File: config.mk
export PLATFORM = sky130hd
export DESIGN_NAME = decode_queue_stage
export DESIGN_NICKNAME = d
export VERILOG_FILES = /design/src/rtl/common.sv /design/src/rtl/pipes.sv /design/src/rtl/decode_ctrl.sv /design/src/rtl/decode_queue_stage.sv
export SDC_FILE = /design/constraint.sdc
export NUM_CORES = 1
export LEC_CHECK = 0
export ABC_AREA = 1
export BUFFER_PORTS_ARGS = -buffer_cell sky130_fd_sc_hd__buf_2
export CORE_MARGIN = 5
export CORE_UTILIZATION = 30
export DETAILED_ROUTE_END_ITERATION = 6
export PLACE_DENSITY = 0.46
export SYNTH_ARGS = -nofsm -noshare
export SYNTH_HDL_FRONTEND = slang
export SYNTH_HIERARCHICAL = 1
export SYNTH_SLANG_ARGS = --single-unit
File: constraint.sdc
create_clock -name clk -period 8.7 [get_ports clk]
set_input_delay 0.87 -clock clk [delete_from_list [all_inputs] [get_ports clk]]
set_output_delay 0.87 -clock clk [all_outputs]
set_load 0.02 [all_outputs]
File: src/rtl/common.sv
// MIPS opcode and function-field constants shared by the decode path.
package common;

  localparam logic [5:0] F6_R_TYPE = 6'h00;
  localparam logic [5:0] F6_ADDI   = 6'h08;
  localparam logic [5:0] F6_ORI    = 6'h0D;
  localparam logic [5:0] F6_LW     = 6'h23;
  localparam logic [5:0] F6_SW     = 6'h2B;
  localparam logic [5:0] F6_BEQ    = 6'h04;
  localparam logic [5:0] F6_BNE    = 6'h05;
  localparam logic [5:0] F6_LUI    = 6'h0F;
  localparam logic [5:0] F6_NOP    = 6'h00;

endpackage

File: src/rtl/pipes.sv
// Inter-stage bundle from decode to execute.
package pipes;

  typedef struct packed {
    logic [31:0] pc_plus_4;
    logic [31:0] rd1;
    logic [31:0] rd2;
    logic [31:0] signimm32;
    logic [31:0] zeroimm32;
    logic [4:0]  rs;
    logic [4:0]  rt;
    logic [4:0]  rd;
    logic [4:0]  shamt;
    logic [5:0]  alu_op;
    logic        reg_write;
    logic        mem_to_reg;
    logic        mem_write;
    logic        alu_src;
    logic        reg_dst;
    logic        branch;
    logic        illegal;
  } d_e_reg_t;

endpackage

File: src/rtl/decode_ctrl.sv
// Combinational instruction decoder: fields, control bits, immediates.
module decode_ctrl
  import common::*;
  import pipes::*;
(
  input  logic [31:0] instr,
  output d_e_reg_t    dec
);

  logic [5:0]  op;
  logic [5:0]  func;
  logic [15:0] imm;
  logic        r_t, addi, ori, lw, sw, beq, bne, lui, known;

  assign op   = instr[31:26];
  assign func = instr[5:0];
  assign imm  = instr[15:0];

  assign r_t   = op == F6_R_TYPE;
  assign addi  = op == F6_ADDI;
  assign ori   = op == F6_ORI;
  assign lw    = op == F6_LW;
  assign sw    = op == F6_SW;
  assign beq   = op == F6_BEQ;
  assign bne   = op == F6_BNE;
  assign lui   = op == F6_LUI;
  assign known = r_t | addi | ori | lw | sw | beq | bne | lui;

  always_comb begin
    dec            = '0;
    dec.rs         = instr[25:21];
    dec.rt         = instr[20:16];
    dec.rd         = instr[15:11];
    dec.shamt      = instr[10:6];
    dec.zeroimm32  = {16'b0, imm};
    dec.signimm32  = {{16{imm[15]}}, imm};
    dec.illegal    = !known;
    dec.reg_write  = (r_t && func != F6_NOP)
                   | addi | ori | lw | lui;
    dec.mem_to_reg = lw;
    dec.mem_write  = sw;
    dec.alu_src    = addi | ori | lw | sw | lui;
    dec.reg_dst    = r_t;
    dec.branch     = beq | bne;
    // Illegal opcodes carry no ALU operation either.
    unique case (1'b1)
      !known:       dec.alu_op = '0;
      r_t:          dec.alu_op = func;
      known && !r_t: dec.alu_op = op;
      default:      dec.alu_op = '0;
    endcase
  end

endmodule

File: src/rtl/decode_queue_stage.sv
// Queued decode stage with valid/ready on both sides and flush.
// Load-use interlock enabled by defining DECODE_LOAD_USE_EN.
module decode_queue_stage
  import pipes::*;
#(
  parameter int IQ_DEPTH = 4,
  localparam int CNT_W = $clog2(IQ_DEPTH) + 1
) (
  input  logic             clk,
  input  logic             reset,
  input  logic             in_valid,
  output logic             in_ready,
  input  logic [31:0]      in_pc_plus_4,
  input  logic [31:0]      in_instr,
  input  logic             flush,
  output logic [4:0]       rs_addr,
  output logic [4:0]       rt_addr,
  input  logic [31:0]      rd1,
  input  logic [31:0]      rd2,
  output logic             out_valid,
  input  logic             out_ready,
  output d_e_reg_t         d_e,
  output logic [CNT_W-1:0] iq_count
);

  localparam int PTR_W = $clog2(IQ_DEPTH);

  logic [31:0]      mem_pc    [IQ_DEPTH];
  logic [31:0]      mem_instr [IQ_DEPTH];
  logic [PTR_W-1:0] wr_ptr, rd_ptr;
  logic [CNT_W-1:0] count;
  logic [31:0]      head_instr;
  logic             push, issue, head_valid, hazard;
  d_e_reg_t         dec, nxt;

  assign head_instr = mem_instr[rd_ptr];
  assign rs_addr    = head_instr[25:21];
  assign rt_addr    = head_instr[20:16];
  assign head_valid = count != '0;
  assign in_ready   = (count < CNT_W'(IQ_DEPTH)) && !flush;
  assign iq_count   = count;
  assign push       = in_valid && in_ready;

  decode_ctrl u_dec (
    .instr (head_instr),
    .dec   (dec)
  );

`ifdef DECODE_LOAD_USE_EN
  logic head_uses_rt;
  // R-type, store and branch all read rt as a source.
  assign head_uses_rt = dec.reg_dst | dec.mem_write | dec.branch;
  assign hazard = out_valid && d_e.mem_to_reg && d_e.reg_write
               && d_e.rt != '0
               && (d_e.rt == dec.rs
                   || (d_e.rt == dec.rt && head_uses_rt));
`else
  assign hazard = 1'b0;
`endif

  assign issue = head_valid && (!out_valid || out_ready)
              && !hazard && !flush;

  always_comb begin
    nxt           = dec;
    nxt.pc_plus_4 = mem_pc[rd_ptr];
    nxt.rd1       = rd1;
    nxt.rd2       = rd2;
  end

  always_ff @(posedge clk) begin
    if (push) begin
      mem_pc[wr_ptr]    <= in_pc_plus_4;
      mem_instr[wr_ptr] <= in_instr;
    end
  end

  always_ff @(posedge clk or posedge reset) begin
    if (reset) begin
      wr_ptr    <= '0;
      rd_ptr    <= '0;
      count     <= '0;
      out_valid <= 1'b0;
      d_e       <= '0;
    end else if (flush) begin
      wr_ptr    <= '0;
      rd_ptr    <= '0;
      count     <= '0;
      out_valid <= 1'b0;
    end else begin
      if (push) wr_ptr <= wr_ptr + 1'b1;
      if (issue) begin
        rd_ptr    <= rd_ptr + 1'b1;
        d_e       <= nxt;
        out_valid <= 1'b1;
      end else if (out_ready) begin
        out_valid <= 1'b0;
      end
      if (push && !issue)      count <= count + 1'b1;
      else if (!push && issue) count <= count - 1'b1;
    end
  end

endmodule

==> results.toml <==
[place]
placed_cell_area_sq_um = 20300
place_ws_ns = 4.94
dp_hpwl_mm = 32.3
gp_congestion = 0.752
port_buffers = 340

[pwr]
comb_power_share = 0.369
clkPwrFrac = 0.269
p_leak_uw = 0.00963
power_switching_uw = 3440
power_density_nw_per_um2 = 385
ir_drop_mv = 0.166
switching_share = 0.405
total_power_uw = 8490
power_frac_seq = 0.363
power.internal_uw = 5050

[setup_path]
critPathTopFamily = "buffers and inverters"
cp.required_ns = 7.83
start_kind = "register"
cp.arrival_ns = 3.54
path_class = "register to output port"
rr_worst_depth = 13
reg2reg_slack_ns = 5.17
crit_fanout = 75
r2r-end = "d_e[7]$_DFFE_PP0P_"
crit-reg2reg-launch = "rd_ptr[0]$_DFFE_PP0P_"
critPathSlowestCell = "dfrtp_4"
critical-path-max-stage-delay_ns = 0.70
crit_path_cell_trace = "inv_4 -> buf_4 -> o21ai_1 -> o22ai_1 -> buf_2"
cp-end-kind = "output port"
critical_path_buf_inv_count = 3

[clocking]
cts-root-buf = "clkbuf_16"
cts_resized = 0
cts.path.max_buffers = 3
clk_pin_slew_ns = 0.06
cts_tree = "done"
clock-sinks = 457
h-tree-depth = 2
cts_made_buffers = 51
insertion_delay_ns = 0.59
hold_buffers = 0
cts_setup_buffers = 0

[timing]
rsz0062_at_grt = "no"
whs_ns = 0.366
period_needed_ns = 4.41
fmax_mhz = 227
finalMaxSlewViolations = 0
setup_violations = 0
fin_skew_ns = 0.0126
finalSetupTns_ns = 0
finalHoldViolCount = 0
worst_slew_pin_slew_ns = 1.09
worst_slack_ns = 4.29
fin_crit_sh = 0.507
slew_headroom = 0.271

[route]
avgRoutedWirePerCell_microns = 19.1
drt_iter0_drc = 692
firstDrtPassIters = 5
route.detailed.drc = 0
ant_nets = 0
wirelength_mm = 52.6
post_drt_via_cell_ratio = 4.61
vias = 12700

[outcome]
status = "complete, no violations"

[run]
cap_violations = 0

[final_layout]
area_delta_synth_final_pct = 18.9
fillCellCount = 6180
final_area_sq_um = 22100
drive_gt1_frac = 0.249
nNetsFinal = 2048

[hold_path]
hold_class = "primary input to asynchronous set/reset pin"

[global_route]
grt_pass1_vias = 12800
grt_pass1_wl_mm = 79.8
overflow = 0
grt.total_usage = 0.153
grt_antenna_before_repair = 18
grt_max_degree = 99

[yosys]
synth_cells = 1687
avgSynthCellArea_sq_um = 11.0
synth_area_sq_um = 18600
synth_warnings = 6

[die]
die_h_microns = 259
std_cell_rows = 91
die_area_sq_um = 67000
initial_utilization = 0.302
core-area_sq_um = 61500
dieWidth_microns = 259
io_pins = 341
worst max-delay path by stage:
stage                          start            endpoint  slack (ns)  cells after the start
2_1_floorplan                  reset  d_e[0]$_DFFE_PP0P_        2.35                      1
3_3_place_gp   rd_ptr[0]$_DFFE_PP0P_          rs_addr[1]        4.97                      5
3_5_place_dp   rd_ptr[0]$_DFFE_PP0P_          rs_addr[1]        4.94                      5
4_1_cts        rd_ptr[0]$_DFFE_PP0P_          rs_addr[1]        4.31                      5
5_1_grt        rd_ptr[0]$_DFFE_PP0P_          rs_addr[1]        4.14                      5
6_report       rd_ptr[0]$_DFFE_PP0P_          rs_addr[1]        4.29                      5
power groups by stage:
stage	sequential, uW	combinational (uW)	clock (uW)
after floorplan	3600	1910	0
after global placement	3110	3180	0
after detailed placement	3130	3220	0
after CTS	3090	3220	2370
after global routing	3150	3480	2450
final	3080	3130	2280
placed cells by master, fill, tap and decap left out, types with 2 or more instances in the layout:
cell / count
a21oi_1: 3
buf_2: 339
buf_4: 18
bufinv_16: 7
clkbuf_1: 4
clkbuf_16: 53
clkbuf_8: 8
clkinv_2: 13
clkinv_4: 4
clkinvlp_4: 4
conb_1: 16
dfrtp_1: 199
diode_2: 7
edfxtp_1: 256
ha_1: 4
inv_1: 26
inv_2: 10
inv_4: 2
nand2_1: 417
nand2_2: 6
nand3_1: 8
nand3_2: 2
nand4_1: 2
nor2_1: 139
nor2_2: 2
nor2_4: 10
o21ai_0: 117
o21ai_1: 208
o22ai_1: 63
metrics by stage:
stage,util,instances
final,0.359,2749
after global routing,0.359,2743
after CTS,0.359,2742
after detailed placement,0.330,2647
after global placement,0.330,2647
after floorplan,-,1702
cell type report:
| type | instances | area [sq um] | share of cell area |
|---|---|---|---|
| antenna | 7 | 17.5 | 0.000793 |
| multi-input combinational | 1003 | 4550 | 0.206 |
| clock buffer | 65 | 1450 | 0.0657 |
| tap | 790 | 988 | 0.0448 |
| clock inverter | 30 | 355 | 0.0161 |
| timing repair buffer | 358 | 1840 | 0.0834 |
| inverter | 39 | 156 | 0.00708 |
| sequential | 457 | 12700 | 0.576 |
registers in the layout, summed over array words and instances, names as in the netlist:
| register | flops |
|---|---|
| rd_ptr | 2 |
| mem_instr | 128 |
| iq_count | 3 |
| wr_ptr | 2 |
| d_e | 193 |
| out_valid | 1 |
| mem_pc | 128 |
metal layers:
layer | GRT usage | routed length [microns] | vias up
li1 | - | - | 6090
met1 | 0.203 | 23500 | 6175
met2 | 0.250 | 24600 | 320
met3 | 0.0424 | 3380 | 85
met4 | 0.0379 | 1020 | 16
met5 | 0 | 98 | -
No activity file was read; power rests on OpenSTA's default activity.
